`src/rtl/memory_dumper.sv`:
```
// memory_dumper: streams a contiguous range of ternary RAM out over valid/ready after CPU halt
module memory_dumper #(
  parameter int WORD_SIZE     = 9,
  parameter int MEM_ADDR_SIZE = 9,
  parameter int CNT_W         = 16
) (
  input  logic                       clock,
  input  logic                       reset,
  input  logic                       start_dump,
  input  logic [2*MEM_ADDR_SIZE-1:0] dump_base,
  input  logic [CNT_W-1:0]           dump_count,
  output logic [2*MEM_ADDR_SIZE-1:0] mem_addr,
  output logic                       mem_read,
  input  logic [2*WORD_SIZE-1:0]     mem_read_data,
  output logic [2*WORD_SIZE-1:0]     out_data,
  output logic                       out_valid,
  input  logic                       out_ready,
  output logic                       out_last,
  output logic                       busy,
  output logic                       dump_complete
);
  localparam int AW = 2*MEM_ADDR_SIZE;
  localparam int DW = 2*WORD_SIZE;
  typedef enum logic [2:0] {IDLE, READ, WAIT, HOLD, DONE} state_t;
  state_t          state_q, state_d;
  logic [AW-1:0]   addr_q, addr_d, mem_addr_q, mem_addr_d;
  logic [CNT_W-1:0] cnt_q, cnt_d;
  logic [DW-1:0]   out_data_q, out_data_d;
  logic            mem_read_q, mem_read_d, out_valid_q, out_valid_d, out_last_q, out_last_d;
  logic            busy_q, busy_d, done_q, done_d, start_hit;

  function automatic logic [AW-1:0] addr_norm(input logic [AW-1:0] a);
    logic [AW-1:0] r;
    for (int i = 0; i < MEM_ADDR_SIZE; i++) r[2*i+:2] = &a[2*i+:2] ? 2'b10 : a[2*i+:2];
    return r;
  endfunction

  function automatic logic [DW-1:0] data_norm(input logic [DW-1:0] a);
    logic [DW-1:0] r;
    for (int i = 0; i < WORD_SIZE; i++) r[2*i+:2] = &a[2*i+:2] ? 2'b10 : a[2*i+:2];
    return r;
  endfunction

  // Ternary +1 with ripple carry; all-2s wraps silently to all-0s.
  function automatic logic [AW-1:0] addr_inc(input logic [AW-1:0] a);
    logic [AW-1:0] r;
    logic c;
    r = a;
    c = 1'b1;
    for (int i = 0; i < MEM_ADDR_SIZE; i++) begin
      if (c) begin
        r[2*i+:2] = a[2*i+:2] == 2'b00 ? 2'b01 : a[2*i+:2] == 2'b01 ? 2'b10 : 2'b00;
        c = a[2*i+1];
      end
    end
    return r;
  endfunction

  // Busy rises combinationally in the start cycle so even an empty dump shows one busy cycle.
  assign start_hit     = state_q == IDLE && start_dump;
  assign busy          = busy_q | start_hit;
  assign mem_addr      = mem_addr_q;
  assign mem_read      = mem_read_q;
  assign out_data      = out_data_q;
  assign out_valid     = out_valid_q;
  assign out_last      = out_last_q;
  assign dump_complete = done_q;

  // Next-state and next-output logic; outputs are registered from the upcoming state.
  always_comb begin
    state_d     = state_q;
    addr_d      = addr_q;
    cnt_d       = cnt_q;
    out_data_d  = out_data_q;
    out_valid_d = out_valid_q;
    out_last_d  = out_last_q;
    busy_d      = busy_q;
    case (state_q)
      IDLE: if (start_dump) begin
        addr_d  = addr_norm(dump_base);
        cnt_d   = dump_count;
        busy_d  = dump_count != '0;
        state_d = dump_count == '0 ? DONE : READ;
      end
      READ: state_d = WAIT;
      WAIT: begin
        out_data_d  = data_norm(mem_read_data);
        out_valid_d = 1'b1;
        out_last_d  = cnt_q == CNT_W'(1);
        state_d     = HOLD;
      end
      HOLD: if (out_ready) begin
        out_valid_d = 1'b0;
        out_last_d  = 1'b0;
        cnt_d       = cnt_q - CNT_W'(1);
        addr_d      = addr_inc(addr_q);
        busy_d      = !out_last_q;
        state_d     = out_last_q ? DONE : READ;
      end
      DONE: state_d = IDLE;
      default: state_d = IDLE;
    endcase
    mem_read_d = state_d == READ;
    mem_addr_d = state_d == READ ? addr_d : mem_addr_q;
    done_d     = state_d == DONE;
  end

  // State and output registers with synchronous active-low reset that aborts any dump.
  always_ff @(posedge clock) begin
    if (!reset) begin
      state_q     <= IDLE;
      addr_q      <= '0;
      mem_addr_q  <= '0;
      cnt_q       <= '0;
      out_data_q  <= '0;
      mem_read_q  <= 1'b0;
      out_valid_q <= 1'b0;
      out_last_q  <= 1'b0;
      busy_q      <= 1'b0;
      done_q      <= 1'b0;
    end else begin
      state_q     <= state_d;
      addr_q      <= addr_d;
      mem_addr_q  <= mem_addr_d;
      cnt_q       <= cnt_d;
      out_data_q  <= out_data_d;
      mem_read_q  <= mem_read_d;
      out_valid_q <= out_valid_d;
      out_last_q  <= out_last_d;
      busy_q      <= busy_d;
      done_q      <= done_d;
    end
  end
endmodule

```
`config.mk`:
```
export PLATFORM = sky130hd
export DESIGN_NAME = memory_dumper
export DESIGN_NICKNAME = d
export VERILOG_FILES = /design/src/rtl/memory_dumper.sv
export SDC_FILE = /design/constraint.sdc
export NUM_CORES = 1
export LEC_CHECK = 0
export CAP_MARGIN = 5
export CELL_PAD_IN_SITES_DETAIL_PLACEMENT = 1
export CELL_PAD_IN_SITES_GLOBAL_PLACEMENT = 1
export CORE_MARGIN = 2
export CORE_UTILIZATION = 39
export CTS_BUF_LIST = sky130_fd_sc_hd__clkbuf_4 sky130_fd_sc_hd__clkbuf_8
export DETAILED_ROUTE_END_ITERATION = 8
export GPL_ROUTABILITY_DRIVEN = 0
export HOLD_SLACK_MARGIN = 0.02
export PLACE_DENSITY = 0.86
export SLEW_MARGIN = 10
export SYNTH_ARGS = -nofsm -noshare
export SYNTH_HDL_FRONTEND = slang
export SYNTH_SLANG_ARGS = --single-unit
```
`constraint.sdc`:
```
create_clock -name clock -period 3.8 [get_ports clock]
set_clock_uncertainty 0.1 [all_clocks]
set_input_delay 0.76 -clock clock [delete_from_list [all_inputs] [get_ports clock]]
set_output_delay 0.76 -clock clock [all_outputs]
set_load 0.05 [all_outputs]
```
==> impl_results.rst <==
.. list-table::
   :header-rows: 1

   * - Metric
     - Value
   * - CP Class
     - input pin to output port
   * - Vias in the first global route
     - 3807
   * - Number of buffers and inverters on the critical path
     - 2
   * - Cell area reported after detailed placement
     - 4670 um2
   * - Clock transition at path regs
     - 90 ps
   * - Synth Instances
     - about 450
   * - GRT overflow
     - 0
   * - Delay of the slowest cell on the worst path
     - 480 ps
   * - I/O pin total
     - 97
   * - # clock sinks
     - ~80
   * - Final cycle utilization of the critical path
     - 0.770
   * - Starting utilization of the core area
     - 0.396
   * - Worst Hold Margin
     - about 360 ps
   * - Floorplan core area
     - ~9000 um2
   * - Skew-Pair Late Insertion Delay
     - 370 ps
   * - Setup_tns
     - 0 ps
   * - Count of final setup violators
     - 0
   * - Sequential share of the synthesized area
     - 0.430
   * - Total of flip-flops plus latches after synthesis
     - 78
   * - Routed len/inst
     - 17.7 um
   * - Measured slew at the worst slew-check pin
     - roughly 730 ps
   * - Area of the mapped netlist
     - about 3600 um2
   * - Core Rows
     - 35
   * - Type of destination of the critical path
     - output port
   * - Worst EP required
     - 2940 ps
   * - Register Area
     - roughly 1600 um2
   * - Startpoint of the most critical setup path
     - start_dump
   * - Yosys cell types
     - 56
   * - Worst hold path type
     - flip-flop to flip-flop
   * - Origin of the critical flop-to-flop path
     - state_q[0]
   * - Time the worst path needs with I/O delays and setup
     - 2930 ps
   * - Main flop type after synthesis
     - dfxtp_1
   * - Startpoint class of the critical path
     - input pin
   * - Met3 demand-to-capacity share in global routing
     - 0.0411
   * - Maximum ir drop on the vdd rail
     - 0.213 mV
   * - Clk Tree Root Cell
     - clkbuf_8
   * - Depth of the worst register-to-register path
     - 5
   * - Vias per cell
     - 5.68
   * - Total CTS buffers
     - 9
   * - Fraction of layout instances using a drive strength above 1
     - 0.0689
   * - Number of enable-type register cells in the synthesized netlist
     - 0
   * - Number of routed nets with antenna violations
     - 0
   * - Final count of pins violating max slew
     - 0
   * - Fillers
     - 1120
   * - Largest net degree at the start of global routing
     - 37
   * - Mapped Nets
     - 509
   * - CTS H-tree depth
     - 3
   * - Die outline width
     - 100 um
   * - Post CTS Setup Buffer Count
     - 0
   * - Capture point of the worst reg-to-reg path
     - mem_addr[11]
   * - First-iteration detailed-routing DRC count
     - around 170
   * - Area of the die
     - 10100 um2
   * - CP Cell Sequence
     - clkdlybuf4s50_1 > or4b_1 > nand2b_1 > buf_12
   * - Power Density
     - 454 nW/um2
   * - Start point of the worst hold path
     - out_data[6]
   * - Net count, final
     - between 500 and 600
   * - Hold Buf Count CTS
     - 0
   * - Global-route wire length before repair
     - 18.6 mm
   * - Antenna violations before repair
     - 0
   * - Instance count on the critical path
     - 4
   * - Post-CTS sizing
     - 0
   * - Met1 Use GR
     - 0.292
   * - Global Route met2 Usage
     - 0.392
   * - RSZ-0062 raised after global routing
     - no
   * - Synth Area per Inst
     - 8.04 um2
   * - Detailed placer's ending HPWL
     - 7.97 mm
   * - Critical path arrival
     - 2070 ps
   * - DRC violations left
     - 0
   * - Share of flip-flops with an asynchronous set or reset
     - 0
   * - Max stage delay cell, worst path
     - clkdlybuf4s50_1
   * - Crit-path leading delay family
     - simple AND/OR/NAND/NOR gates
   * - Most frequent cells in the layout
     - clkdlybuf4s50_1, dfxtp_1, nand2_1
   * - Count of endpoints failing hold in the final timing report
     - 0
   * - Reg-to-reg slack, setup
     - between 1000 and 1500 ps
   * - P&R area growth vs syn
     - 35.2%
   * - Ant. Diodes
     - 0
   * - Final Cell Area
     - between 4000 and 5000 um2
   * - Quantity of I/O buffers inserted on ports
     - 96
   * - Leakage power
     - 1.72 nW
   * - Most crowded layer after global routing
     - met2
   * - Count of vias placed by the detailed router
     - roughly 3700
   * - Maximum frequency from static timing analysis
     - 342 MHz
   * - Most common cell after layout, fill and taps aside
     - clkdlybuf4s50_1
   * - Overall track demand over capacity in global routing
     - 0.230
   * - CP Max Fanout
     - 3
   * - Multi-input combinational cell area
     - 1900 um2
   * - Maximum count of clock buffers along a single path
     - 2
   * - Run status
     - complete, no violations
   * - Number of detailed-route iterations in the first pass
     - 4
   * - Capturing instance or port of the critical path
     - busy
   * - Count of maximum capacitance violations
     - 0
   * - Routed wire length
     - 11.5 mm
   * - Warnings from Yosys
     - 0
   * - Worst slew slack as a fraction of its limit
     - 0.511
   * - Die boundary height
     - 100 um
   * - Clock tree from TritonCTS
     - built
## through the flow
stage | setup slack, ps | std cells | utilization | total power [W]
after floorplan | 1120 | 451 | - | 0.00131
after global placement | 749 | 632 | 0.510 | 0.00150
after detailed placement | 634 | 632 | 0.510 | 0.00152
after CTS | 875 | 648 | 0.535 | 0.00224
after global routing | 810 | 648 | 0.536 | 0.00233
final | 873 | 648 | 0.536 | 0.00223
## worst min-delay path by stage
| stage | endpoint | slack [ps] | cells past startpoint |
|---|---|---|---|
| global route | out_data[6] | 380 | 2 |
| global placement | out_data[6] | 340 | 2 |
| finish | out_data[6] | 360 | 2 |
| detailed placement | out_data[6] | 340 | 2 |
| CTS | out_data[6] | 360 | 2 |
| floorplan | cnt_q[5] | 350 | 2 |
## power breakdown
part	internal, W	switching, W	total [W]
Combinational	0.000223	0.000343	0.000567
Sequential	0.000883	0.0000605	0.000943
Clock	0.000391	0.000327	0.000718
## registers in the layout, indices dropped and copies added, names as in the netlist
| name | flops |
|---|---|
| out_last | 1 |
| mem_addr | 18 |
| addr_q | 18 |
| busy_q | 1 |
| out_valid | 1 |
| state_q | 3 |
| out_data | 18 |
| mem_read | 1 |
| cnt_q | 16 |
| dump_complete | 1 |
## final cells by class
type / count / area share
clock inverter: 6 / 0.0189
timing repair buffer: 104 / 0.210
multi-input combinational: 329 / 0.388
inverter: 10 / 0.00766
clock buffer: 10 / 0.0281
tap: 111 / 0.0283
sequential: 78 / 0.318
## cells by family (layout without fill, tap and decap cells)
family	after synthesis	after routing	synth area share
DFF	78	78	0.430
xor gates and xnor gates	1	1	0.00242
and+or+nand+nor	189	189	0.269
muxes	1	1	0.00276
AOI/OAI and AO/OA	136	136	0.241
adders and majority gates	2	2	0.00690
buffers and inverters	44	130	0.0469
## cells in the mapped netlist (3+ instances only)
cell type	n	share of area
dfxtp_1	78	0.43
nand2_1	59	0.061
a21oi_1	49	0.068
nor2_1	44	0.046
clkbuf_1	29	0.030
o21ai_0	25	0.034
nand3b_1	20	0.041
nor4_1	11	0.019
a211oi_1	10	0.021
a31oi_1	10	0.017
inv_1	10	0.010
nand2b_1	9	0.016
nand3_1	8	0.011
nor3_1	7	0.0097
o311ai_0	5	0.012
buf_2	4	0.0055
nand4_1	4	0.0069
o41ai_1	4	0.0097
a221oi_1	3	0.0072
a22o_1	3	0.0072
and2_1	3	0.0052
o211ai_1	3	0.0062
o31ai_1	3	0.0062
or3_1	3	0.0052
or3b_2	3	0.0072
## per-layer routing
metal | part of all wire | wire length [um]
met5 | 0 | 0
met4 | 0.017 | 190
met3 | 0.046 | 527
met2 | 0.49 | 5590
met1 | 0.45 | 5160
## worst reg2reg max path, delay by kind of cell, from the launching register on
| family | cells | cell delay, ps |
|---|---|---|
| AOI/OAI and AO/OA | 3 | 1100 |
| DFF | 1 | 450 |
| and+or+nand+nor | 2 | 660 |
No activity file was read; power rests on OpenSTA's default activity.
